`src/rtl/int_to_fp_norm_ctrl_if.sv`:
```
// rtl/int_to_fp_norm_ctrl_if.sv - operand and result handshake bundle for the int-to-float normaliser
interface int_to_fp_norm_ctrl_if;
  logic        in_valid;
  logic        in_ready;
  logic [31:0] in_data;
  logic        out_valid;
  logic        out_ready;
  logic        out_sign;
  logic        out_zero;
  logic [7:0]  out_exp;
  logic [31:0] out_mant;

  modport master (
    output in_valid, in_data, out_ready,
    input  in_ready, out_valid, out_sign, out_zero, out_exp, out_mant
  );

  modport slave (
    input  in_valid, in_data, out_ready,
    output in_ready, out_valid, out_sign, out_zero, out_exp, out_mant
  );
endinterface

```
`src/rtl/int_to_fp_norm_ctrl.sv`:
```
// rtl/int_to_fp_norm_ctrl.sv - sign/magnitude/lzc front end and sideband alignment around an external 2-stage shifter
module int_to_fp_norm_ctrl #(
  parameter int SIGNED = 1,
  parameter int BIAS   = 127
) (
  input  logic                   clock,
  input  logic                   aclr_n,
  input  logic                   flush,
  int_to_fp_norm_ctrl_if.slave   bus,
  output logic                   shf_aclr,
  output logic                   shf_clk_en,
  output logic [31:0]            shf_data,
  output logic [4:0]             shf_distance,
  input  logic [31:0]            shf_result,
  output logic [1:0]             occupancy
);

  logic        w_sign;
  logic [31:0] w_mag;
  logic        w_zero;
  logic [4:0]  w_lzc;
  logic [7:0]  w_exp;
  logic        w_stall;
  logic        w_advance;
  logic        w_accept;

  logic        r_v0, r_v1, r_v2;
  logic [31:0] r_mag;
  logic [4:0]  r_lzc;
  logic        r_sign0, r_sign1, r_sign2;
  logic        r_zero0, r_zero1, r_zero2;
  logic [7:0]  r_exp0, r_exp1, r_exp2;

  assign w_sign = (SIGNED != 0) && bus.in_data[31];
  // Two's complement negate mod 2^32, so 0x80000000 keeps its own magnitude.
  assign w_mag  = w_sign ? (32'd0 - bus.in_data) : bus.in_data;
  assign w_zero = (w_mag == 32'd0);

  // Highest set bit wins because later loop iterations overwrite earlier ones.
  always_comb begin
    w_lzc = 5'd0;
    for (int i = 0; i < 32; i++) begin
      if (w_mag[i]) w_lzc = 5'(31 - i);
    end
  end

  assign w_exp = w_zero ? 8'd0 : 8'(BIAS + 31 - int'(w_lzc));

  assign w_stall    = r_v2 & ~bus.out_ready;
  assign w_advance  = ~w_stall;
  assign w_accept   = bus.in_valid & bus.in_ready;

  assign bus.in_ready = w_advance & ~flush;
  assign shf_clk_en   = w_advance;
  assign shf_aclr     = ~aclr_n;
  assign shf_data     = r_mag;
  assign shf_distance = r_lzc;

  assign bus.out_valid = r_v2;
  assign bus.out_sign  = r_sign2;
  assign bus.out_zero  = r_zero2;
  assign bus.out_exp   = r_exp2;
  assign bus.out_mant  = shf_result;

  assign occupancy = {1'b0, r_v0} + {1'b0, r_v1} + {1'b0, r_v2};

  always_ff @(posedge clock or negedge aclr_n) begin
    if (!aclr_n) begin
      r_v0    <= 1'b0;
      r_v1    <= 1'b0;
      r_v2    <= 1'b0;
      r_mag   <= 32'd0;
      r_lzc   <= 5'd0;
      r_sign0 <= 1'b0;
      r_sign1 <= 1'b0;
      r_sign2 <= 1'b0;
      r_zero0 <= 1'b0;
      r_zero1 <= 1'b0;
      r_zero2 <= 1'b0;
      r_exp0  <= 8'd0;
      r_exp1  <= 8'd0;
      r_exp2  <= 8'd0;
    end else if (flush) begin
      // Shifter data is left alone; cleared valids mask whatever it holds.
      r_v0 <= 1'b0;
      r_v1 <= 1'b0;
      r_v2 <= 1'b0;
    end else if (w_advance) begin
      r_v0    <= w_accept;
      r_v1    <= r_v0;
      r_v2    <= r_v1;
      r_sign1 <= r_sign0;
      r_zero1 <= r_zero0;
      r_exp1  <= r_exp0;
      r_sign2 <= r_sign1;
      r_zero2 <= r_zero1;
      r_exp2  <= r_exp1;
      if (w_accept) begin
        r_mag   <= w_mag;
        r_lzc   <= w_lzc;
        r_sign0 <= w_sign;
        r_zero0 <= w_zero;
        r_exp0  <= w_exp;
      end
    end
  end

endmodule

```
`src/flat_wrapper.sv`:
```
// flat-port wrapper written by rule: the top's interface ports become plain ports
module int_to_fp_norm_ctrl_flat 
#(
  parameter int SIGNED = 1,
  parameter int BIAS   = 127
)
  (clock, aclr_n, flush, shf_aclr, shf_clk_en, shf_data, shf_distance, shf_result, occupancy, bus_in_valid, bus_in_data, bus_out_ready, bus_in_ready, bus_out_valid, bus_out_sign, bus_out_zero, bus_out_exp, bus_out_mant);
  int_to_fp_norm_ctrl_if bus_i ();
  input  logic clock;
  input  logic aclr_n;
  input  logic flush;
  output logic shf_aclr;
  output logic shf_clk_en;
  output logic [31:0] shf_data;
  output logic [4:0] shf_distance;
  input  logic [31:0] shf_result;
  output logic [1:0] occupancy;
  input wire logic [$bits(bus_i.in_valid)-1:0] bus_in_valid;
  input wire logic [$bits(bus_i.in_data)-1:0] bus_in_data;
  input wire logic [$bits(bus_i.out_ready)-1:0] bus_out_ready;
  output wire logic [$bits(bus_i.in_ready)-1:0] bus_in_ready;
  output wire logic [$bits(bus_i.out_valid)-1:0] bus_out_valid;
  output wire logic [$bits(bus_i.out_sign)-1:0] bus_out_sign;
  output wire logic [$bits(bus_i.out_zero)-1:0] bus_out_zero;
  output wire logic [$bits(bus_i.out_exp)-1:0] bus_out_exp;
  output wire logic [$bits(bus_i.out_mant)-1:0] bus_out_mant;
  assign bus_i.in_valid = bus_in_valid;
  assign bus_i.in_data = bus_in_data;
  assign bus_i.out_ready = bus_out_ready;
  assign bus_in_ready = bus_i.in_ready;
  assign bus_out_valid = bus_i.out_valid;
  assign bus_out_sign = bus_i.out_sign;
  assign bus_out_zero = bus_i.out_zero;
  assign bus_out_exp = bus_i.out_exp;
  assign bus_out_mant = bus_i.out_mant;
  int_to_fp_norm_ctrl #(.SIGNED(SIGNED), .BIAS(BIAS)) u_core (.clock(clock), .aclr_n(aclr_n), .flush(flush), .bus(bus_i), .shf_aclr(shf_aclr), .shf_clk_en(shf_clk_en), .shf_data(shf_data), .shf_distance(shf_distance), .shf_result(shf_result), .occupancy(occupancy));
endmodule
```
`config.mk`:
```
export PLATFORM = sky130hd
export DESIGN_NAME = int_to_fp_norm_ctrl_flat
export DESIGN_NICKNAME = d
export VERILOG_FILES = /design/src/rtl/int_to_fp_norm_ctrl_if.sv /design/src/rtl/int_to_fp_norm_ctrl.sv /design/src/flat_wrapper.sv
export SDC_FILE = /design/constraint.sdc
export NUM_CORES = 1
export LEC_CHECK = 0
export CORE_MARGIN = 2
export CORE_UTILIZATION = 40
export DETAILED_ROUTE_END_ITERATION = 8
export PLACE_DENSITY = 0.75
export SETUP_SLACK_MARGIN = 0.2
export SYNTH_ARGS = -nofsm -noshare
export SYNTH_HDL_FRONTEND = slang
export SYNTH_SLANG_ARGS = --single-unit
```
`constraint.sdc`:
```
create_clock -name clock -period 4.1 [get_ports clock]
set_clock_uncertainty 0.2 [all_clocks]
set_input_delay 0.41 -clock clock [delete_from_list [all_inputs] [get_ports clock]]
set_output_delay 0.41 -clock clock [all_outputs]
set_load 0.01 [all_outputs]
```
=== After elaboration in Yosys (flattened, before gate mapping) ===
Index checks and enable logic that the tools add are counted.

* Shift operators: 0
* Eq/ne operators: 1
* Multiply operators: 0
* Add/subtract/negate cells: 4
* Bitwise operators: 7
* Order comparisons: 0
* Divide/modulo/power cells: 0
* Mux-type cells: 40
* Reduce and logical (&&, ||, !) cells: 3

{| class="wikitable"
|+ Operators by type and width
! cell !! count
|-
| $mux W5 || 32
|-
| $logic_not A32 Y1 || 1
|-
| $mux W32 || 1
|-
| $sub A1 B32 Y32 const A || 1
|-
| $mux W8 || 1
|-
| $sub A8 B5 Y8 const A || 1
|-
| $mux W1 || 6
|-
| $not A1 Y1 || 4
|-
| $and A1 B1 Y1 || 3
|-
| $reduce_and A3 Y1 || 1
|-
| $add A1 B1 Y2 || 1
|-
| $add A2 B1 Y2 || 1
|-
| $ne A2 B2 Y1 const B || 1
|-
| $reduce_and A2 Y1 || 1
|}

* Memories: 0
* Bits in registers: 70
* Memory bits (writable): 0
* Output and inout port bits: 85
* Bits in read-only memories: 0
* Bits in latches: 0
* Input bits: 69
* Logic and storage cells: 69

=== Depth between registers and ports, before layout ===
Gate-level depths: netlist of run 1.

* Depth after elaboration: 36
* Gate-level depth with buffers: 17

=== Least setup slack after synthesis of run 1 ===
No wires, ideal clock.

* Path type: input -> register
* From: in bus_in_data[0]
* To: reg u_core.r_exp0[4]
* Path slack: 0.389 ns
* Arrival: 3.390 ns
* Path buffers: 3
* Stages: 16
* Required time: 3.778 ns
* Cells stage by stage: clkbuf_1 inv_1 ha_1 or4b_1 buf_2 nor4_4 buf_6 a21boi_0 o211ai_1 a22oi_1 a22oi_1 o21ai_1 o21a_1 ha_1 a31o_1 a32o_1

* Longest elaborated chain between the ends: 36
* Elaborated cells between the ends (all ways): 37
* Classes of those cells: 2 x add/sub; 34 x mux; 1 x reduce/logical

{| class="wikitable"
|+ Ends and longest elaborated chain
! element !! RTL line !! text
|-
| start: declaration || flat_wrapper.sv:19 || <nowiki>input wire logic [$bits(bus_i.in_data)-1:0] bus_in_data;</nowiki>
|-
| $sub A1 B32 Y32 || int_to_fp_norm_ctrl.sv:36 || <nowiki>assign w_mag = w_sign ? (32'd0 - bus.in_data) : bus.in_data;</nowiki>
|-
| $mux W32 * || int_to_fp_norm_ctrl.sv:36 ||
|-
| $mux W5 (31 in series) || int_to_fp_norm_ctrl.sv:43 || <nowiki>if (w_mag[i]) w_lzc = 5'(31 - i);</nowiki>
|-
| $mux W5 * || int_to_fp_norm_ctrl.sv:43 ||
|-
| named net u_core.w_lzc[1] || int_to_fp_norm_ctrl.sv:21 || <nowiki>logic [4:0] w_lzc;</nowiki>
|-
| $sub A8 B5 Y8 * || int_to_fp_norm_ctrl.sv:47 || <nowiki>assign w_exp = w_zero ? 8'd0 : 8'(BIAS + 31 - int'(w_lzc));</nowiki>
|-
| $mux W8 * || int_to_fp_norm_ctrl.sv:47 ||
|-
| end signal: assignment || int_to_fp_norm_ctrl.sv:103 || <nowiki>r_exp0 <= w_exp;</nowiki>
|-
| end: declaration || int_to_fp_norm_ctrl.sv:32 || <nowiki>logic [7:0] r_exp0, r_exp1, r_exp2;</nowiki>
|}

Mark *: on every way through the listed nets, which the timed path passes. The rest lies on a longest branch.
A chain may end at the register's enable or synchronous reset.

=== Worst setup path in the final report of run 1 ===
* From: in bus_in_data[9]
* To: reg u_core.r_exp0[4]

* Longest elaborated chain between the ends: 27
* Elaborated cells between the ends (all ways): 28
* Classes of those cells: 2 x add/sub; 25 x mux; 1 x reduce/logical

{| class="wikitable"
|+ Ends and longest elaborated chain
! element !! RTL line
|-
| $sub A1 B32 Y32 || int_to_fp_norm_ctrl.sv:36
|-
| $mux W32 * || int_to_fp_norm_ctrl.sv:36
|-
| $mux W5 (22 in series) || int_to_fp_norm_ctrl.sv:43
|-
| $mux W5 * || int_to_fp_norm_ctrl.sv:43
|-
| named net u_core.w_lzc[0] || int_to_fp_norm_ctrl.sv:21
|-
| $sub A8 B5 Y8 * || int_to_fp_norm_ctrl.sv:47
|-
| $mux W8 * || int_to_fp_norm_ctrl.sv:47
|}

Marks and branches as above.

==> impl_metrics.ini, run 1 <==
[sta]
setup_viol = 0
rsz0062_at_grt = false
min_period_ns = 3.86
maxSlewViolCount = 0
maxSlewHeadroom_pct = 42.2
final-hold-violation-count = 0
worst_pin_slew_ns = 0.868
max_freq_mhz = 259
fin_crit_sh_pct = 94.0
setup-tns-final_ns = 0

[routing]
drtIter0Drc = 408
wl_mm = 15.1
dr.pass1.iters = 5
wire_per_inst_um = 16.8
vias = 5080
remaining_drc_errors = 0
vias_per_cell = 5.65
ant_nets = 0

[finish]
n_antenna_cell = 0
fin_nets = 791
syn2layout_area_growth_pct = 34.1
drive_above_1_share_pct = 27.1
n_fill_cell = 1144
final_cell_count_no_fill = 899

[clock_network]
clockBufferDepth = 2
clock-sinks = 70
clk_pin_slew_ns = 0.05
cts_made_buffers = 9
root_buffer = clkbuf_16
clkLatencyLatePin_ns = 0.33
cts_hold_buf = 0
cts_tree = built
ctsHtreeMaxLevel = 3

[setup_path]
path_max_fanout = 4
arrival_ns = 3.87
critical_path_class = input pin to register
critical_path_buf_inv_count = 1
required_ns = 4.11
max_stage_delay_ns = 0.58
end_kind = register
crit_family = compound AO/OA/AOI/OAI gates
rr_worst_depth = 5
cp_common_cell = a21oi_2
cp_cell_sequence = clkdlybuf4s50_1 > or4_4 > or3_1 > o21ai_0 > mux2_2 > o32ai_2 > o31ai_2 > a21oi_2 > a21oi_2 > nor2b_1 > ha_2 > nand4_1 > a32o_1
reg2reg_slack_ns = 1.89
start_kind = input pin
r2r-end = u_core.shf_data[30]$_DFFE_PN0P_
reg2reg_from = u_core.bus.out_valid$_DFFE_PN0P_
cp_slowest_cell = or4_4

[die]
dieHeight_um = 119
die_w_um = 119
initial_core_util_pct = 40.6
core_um2 = 13100
rows = 42
num_io_pins = 154
dieArea_um2 = 14200

[logic_synthesis]
ys_seq_area_share_pct = 33.0
synth_edf_count = 0
yosysWarnings = 0
syn_area_um2 = 5310
synth_cells = 601
syn_avg_cell_area_um2 = 8.83
synth_fp_nets = 674
synth.distinct_cells = 86
async_flop_share_pct = 100
synthFlopType = dfrtp_1
ys_ff_latch = 70

[run]
maxCapViolations = 0

[global_route]
grt_max_degree = 71
grt.overflow.total = 0
gr-usage-all-layers_pct = 21.6
grt_pass1_vias = 4990
antenna_found_initial = 0
grt_pass1_wl_mm = 25.1

[pwr]
vdd_drop_max_uv = 242
leakagePower_nw = 2.91
finalPower_w = 0.00237
power_per_cell_area_nw_per_um2 = 334

[placement]
dp_hpwl_mm = 11.8
dp_cells = 877
place.gp.congestion = 0.908
port_buffers = 89

[status]
status = complete, no violations

[min_path]
hold_class = input pin to asynchronous set/reset pin
-- sequential cells by signal, indices dropped and copies added, names as in the netlist --
register              count
u_core.r_zero0            1
u_core.r_zero1            1
u_core.bus.out_exp        8
u_core.r_v1               1
u_core.shf_distance       5
u_core.shf_data          32
u_core.r_exp1             8
u_core.bus.out_sign       1
u_core.r_exp0             8
u_core.bus.out_valid      1
u_core.r_v0               1
u_core.r_sign0            1
u_core.bus.out_zero       1
u_core.r_sign1            1
-- layout by cell type (no fill, tap or decap), types with 12 or more instances in the layout --
master           netlist  routed
nor3_1                16      15
nand3_1               14      14
mux2_2                31      31
clkdlybuf4s50_1        0      83
xor2_1                15      13
o21ai_0               54      54
a21oi_1               18      16
xnor2_1               12      12
nand2_1               65      64
dfrtp_1               70      70
nor2_1                35      34
buf_4                 32      98
-- how the worst max path moves through the flow --
| stage | slack, ns | cells past startpoint | start | endpoint |
|---|---|---|---|---|
| 2_1_floorplan | 0.39 | 16 | bus_in_data[0] | u_core.r_exp0[4]$_DFFE_PN0P_ |
| 3_3_place_gp | -0.08 | 16 | bus_in_data[0] | u_core.r_exp0[4]$_DFFE_PN0P_ |
| 3_5_place_dp | -0.16 | 13 | bus_in_data[9] | u_core.r_exp0[4]$_DFFE_PN0P_ |
| 4_1_cts | 0.26 | 15 | bus_in_data[1] | u_core.r_exp0[4]$_DFFE_PN0P_ |
| 5_1_grt | 0.20 | 14 | bus_in_data[14] | u_core.r_exp0[2]$_DFFE_PN0P_ |
| 6_report | 0.24 | 13 | bus_in_data[9] | u_core.r_exp0[4]$_DFFE_PN0P_ |
-- power by group --
group | internal [W] | switching, W | total (W)
clock network | 0.000565 | 0.000289 | 0.000854
logic | 0.000347 | 0.000311 | 0.000659
registers | 0.000798 | 0.0000633 | 0.000862
total | 0.00171 | 0.000663 | 0.00237
-- layer usage --
layer | GRT usage, % | vias up | routed length (um)
met1 | 28.1 | 2442 | 6620
met2 | 36.9 | 177 | 7260
met3 | 2.83 | 54 | 764
li1 | - | 2407 | -
met4 | 7.44 | 0 | 459
met5 | 0 | - | 0
-- cell type report --
| type | count | area, um^2 | share of cell area [%] |
|---|---|---|---|
| clock buffers | 11 | 253 | 3.55 |
| multi-input cells | 438 | 3130 | 44.0 |
| clock inverters | 5 | 81.3 | 1.14 |
| inverters | 11 | 41.3 | 0.580 |
| repair buffers | 188 | 1640 | 23.0 |
| well taps | 176 | 220 | 3.09 |
| flip-flops and latches | 70 | 1750 | 24.6 |
-- Yosys cell counts, types with 3 or more instances --
cell type	instances	share of area (%)
nand2b_1	5	0.59
ha_1	3	0.71
clkbuf_1	31	2.2
a2111oi_0	3	0.50
buf_1	4	0.28
a32o_1	4	0.75
dfrtp_1	70	33
mux2_2	31	6.6
nor2b_1	9	1.1
o21ai_0	54	5.1
or2_2	4	0.47
o211ai_1	8	1.1
xor2_1	15	2.5
nor4_4	4	1.6
nor3_1	16	1.5
xnor2_1	12	2.0
or3_1	7	0.83
nand4_1	8	0.94
nor3_2	3	0.57
a22o_1	3	0.50
buf_6	3	0.64
or4_1	4	0.57
inv_1	10	0.71
nand3_1	14	1.3
buf_2	12	1.1
a21oi_1	18	1.7
mux2i_1	4	0.75
and2_1	3	0.35
o31ai_1	9	1.3
nand2_1	65	4.6
a211oi_1	7	0.99
a31oi_1	7	0.83
buf_4	32	4.5
a41oi_1	5	0.83
nor2_1	35	2.5
o32ai_1	3	0.50
o21ai_1	5	0.47
nor4_1	6	0.71
a32oi_1	3	0.50
-- cells by family (layout without fill, tap and decap cells) --
kind of cell	Yosys count	in the layout	synth area share, %
compound gates	167	167	22.5
flops	70	70	33.0
fa+ha+maj	4	4	1.08
xor+xnor	28	28	4.76
mux	35	35	7.33
simple gates	204	204	21.8
buf+inv	93	215	9.55
-- through the flow --
stage | util, % | hold slack [ns] | worst slack, ns | cell area [um^2]
CTS | 53.5 | 0.136 | 0.263 | 7000
detailed placement | 50.8 | 0.272 | -0.159 | 6650
global placement | 50.8 | 0.262 | -0.0826 | 6650
floorplan | - | -0.0856 | 0.389 | 5310
global route | 54.4 | 0.200 | 0.197 | 7120
finish | 54.4 | 0.108 | 0.245 | 7120
-- repair_timing --
item | CTS | global route
resized for setup | 3 | 20
setup buffers | 0 | 6
setup endpoints to repair | 3 | 5
pin swaps | 1 | 7
(Power assumes the default switching activity.)
==> run 2: changes to the inputs <==
--- a/config.mk
+++ b/config.mk
@@ -5,9 +5,10 @@
 export SDC_FILE = /design/constraint.sdc
 export NUM_CORES = 1
 export LEC_CHECK = 0
-export CORE_MARGIN = 2
+export CORE_MARGIN = 5
 export CORE_UTILIZATION = 40
 export DETAILED_ROUTE_END_ITERATION = 8
+export GPL_TIMING_DRIVEN = 1
 export PLACE_DENSITY = 0.75
 export SETUP_SLACK_MARGIN = 0.2
 export SYNTH_ARGS = -nofsm -noshare
==> run 2 against run 1 <==
Effect of this change: critical path depth rose by 2; global-route usage shrank 2.0 points; sequential power hardly changed; first-iteration DRC count up 24%; via count rose by 1.9%; utilization down 0.40 points; sequential share of layout area grew 0.083 points; critical endpoint is now u_core.r_exp0[7]$_DFFE_PN0P_; total power fell by 4.5%; non-clock buffer count is 2 higher; critical path type unchanged; clock-buffer cell count increased by 1; register-to-register slack got worse by 0.13 ns; largest power group unchanged; die area increased by 10%.
==> impl_metrics.ini, run 2 (same netlist as run 1, synthesis figures left out) <==
[placement]
dp_hpwl_mm = 12.0
placed_area_um2 = 6670
port_buffers = 89
place.gp.congestion = 0.913
post-place-ws_ns = -0.153

[sta]
finalWorstSetupSlack_ns = 0.330
min_period_ns = 3.77
setup-tns-final_ns = 0
final-hold-violation-count = 0
maxSlewHeadroom_pct = 41.6
setup_viol = 0
hold_ws_ns = 0.105
maxSlewViolCount = 0
rsz0062_at_grt = true
worst_pin_slew_ns = 0.877
max_freq_mhz = 265
fin_crit_sh_pct = 91.9

[routing]
wl_mm = 16.0
vias_per_cell = 5.74
dr.pass1.iters = 6
vias = 5176
ant_nets = 0
drtIter0Drc = 505
wire_per_inst_um = 17.7
remaining_drc_errors = 0

[die]
die_w_um = 125
rows = 42
dieHeight_um = 125
initial_core_util_pct = 40.4
num_io_pins = 154
core_um2 = 13100
dieArea_um2 = 15700

[clock_network]
cts_tree = built
clockBufferDepth = 2
clock-sinks = 70
clkLatencyLatePin_ns = 0.32
cts_made_buffers = 9
cts_hold_buf = 0
root_buffer = clkbuf_16
clk_pin_slew_ns = 0.05
ctsHtreeMaxLevel = 3

[setup_path]
start_kind = input pin
end_kind = register
critical_path_class = input pin to register
required_ns = 4.11
arrival_ns = 3.78
path_max_fanout = 7

[global_route]
grt_pass1_wl_mm = 25.7
top_usage_layer = met2
grt_use_met2_pct = 32.4
met3_usage_pct = 3.88
grt_max_degree = 71
antenna_found_initial = 0
grt.overflow.total = 0
grt_pass1_vias = 5047
gr-usage-all-layers_pct = 19.6
met1_usage_pct = 25.7

[finish]
fin_area_um2 = 7090
syn2layout_area_growth_pct = 33.6
fin_nets = 793
drive_above_1_share_pct = 26.9
n_antenna_cell = 0
layout_common_cells = buf_4, clkdlybuf4s50_1, dfrtp_1, nand2_1, o21ai_0
layout_commonest_cell = buf_4
largest_register_ff_count = 32

[status]
status = complete, no violations

[run]
maxCapViolations = 0

[min_path]
hold_class = input pin to asynchronous set/reset pin

[pwr]
vdd_drop_max_uv = 201
leakagePower_nw = 2.86
finalPower_w = 0.00227
power_per_cell_area_nw_per_um2 = 320
run 2: per-layer routing:
layer  routed length, um  part of all wire (%)
met3                1140                   7.1
met5                   0                     0
met4                 442                   2.8
met1                6730                    42
met2                7650                    48
run 2: worst paths after layout:
check	depth (start not counted)	end	start	slack, ns
max	15	u_core.r_exp0[7]$_DFFE_PN0P_	bus_in_data[0]	0.33
min	2	u_core.bus.out_valid$_DFFE_PN0P_	aclr_n	0.11
max reg2reg	7	u_core.r_exp0[3]$_DFFE_PN0P_	u_core.bus.out_valid$_DFFE_PN0P_	1.76
min reg2reg	2	u_core.r_sign0$_DFFE_PN0P_	u_core.r_sign0$_DFFE_PN0P_	0.27
max in group asynchronous	2	u_core.shf_data[26]$_DFFE_PN0P_	aclr_n	3.03
min in group clock	2	u_core.r_sign0$_DFFE_PN0P_	u_core.r_sign0$_DFFE_PN0P_	0.27
run 2: final cells by class:
class	count	area, um^2
clock buffer	12	236
clock inverter	4	47.5
fill	1232	6050
inverter	11	41.3
multi-input combinational	438	3140
sequential	70	1750
tap	176	220
timing repair buffer	190	1650
run 2: metrics by stage:
stage	std cells	utilization (%)
2_1_floorplan	601	-
3_3_place_gp	879	50.8
3_5_place_dp	879	50.8
4_1_cts	898	53.3
5_1_grt	901	54.0
6_report	901	54.0
run 2: report_power, final:
group | leakage (nW) | switching, W | internal [W] | total [W]
clock network | 0.137 | 0.000270 | 0.000469 | 0.000739
logic | 1.86 | 0.000318 | 0.000348 | 0.000666
registers | 0.868 | 0.0000629 | 0.000799 | 0.000862
run 2: repair_timing:
action,in CTS,in global routing
pin swaps,3,7
setup endpoints to repair,1,7
gates resized for setup,5,15
buffers inserted,3,3
run 2: worst max-delay path, cell delays in order:
cell	delay [ns]
clkdlybuf4s50_1	0.44
inv_2	0.07
ha_2	0.18
or4b_4	0.50
nor4_4	0.30
buf_4	0.21
buf_4	0.11
a21boi_1	0.06
o211ai_1	0.25
nand2_1	0.12
buf_4	0.15
a31o_1	0.23
a21oi_4	0.25
nand4_1	0.23
a22o_1	0.25
==> run 3: changes to the inputs <==
--- a/config.mk
+++ b/config.mk
@@ -9,6 +9,7 @@
 export CORE_UTILIZATION = 40
 export DETAILED_ROUTE_END_ITERATION = 8
 export GPL_TIMING_DRIVEN = 1
+export HOLD_SLACK_MARGIN = 0.12
 export PLACE_DENSITY = 0.75
 export SETUP_SLACK_MARGIN = 0.2
 export SYNTH_ARGS = -nofsm -noshare
==> results of run 3 <==
The final DEF is identical to that of run 2; final timing and power are the same.
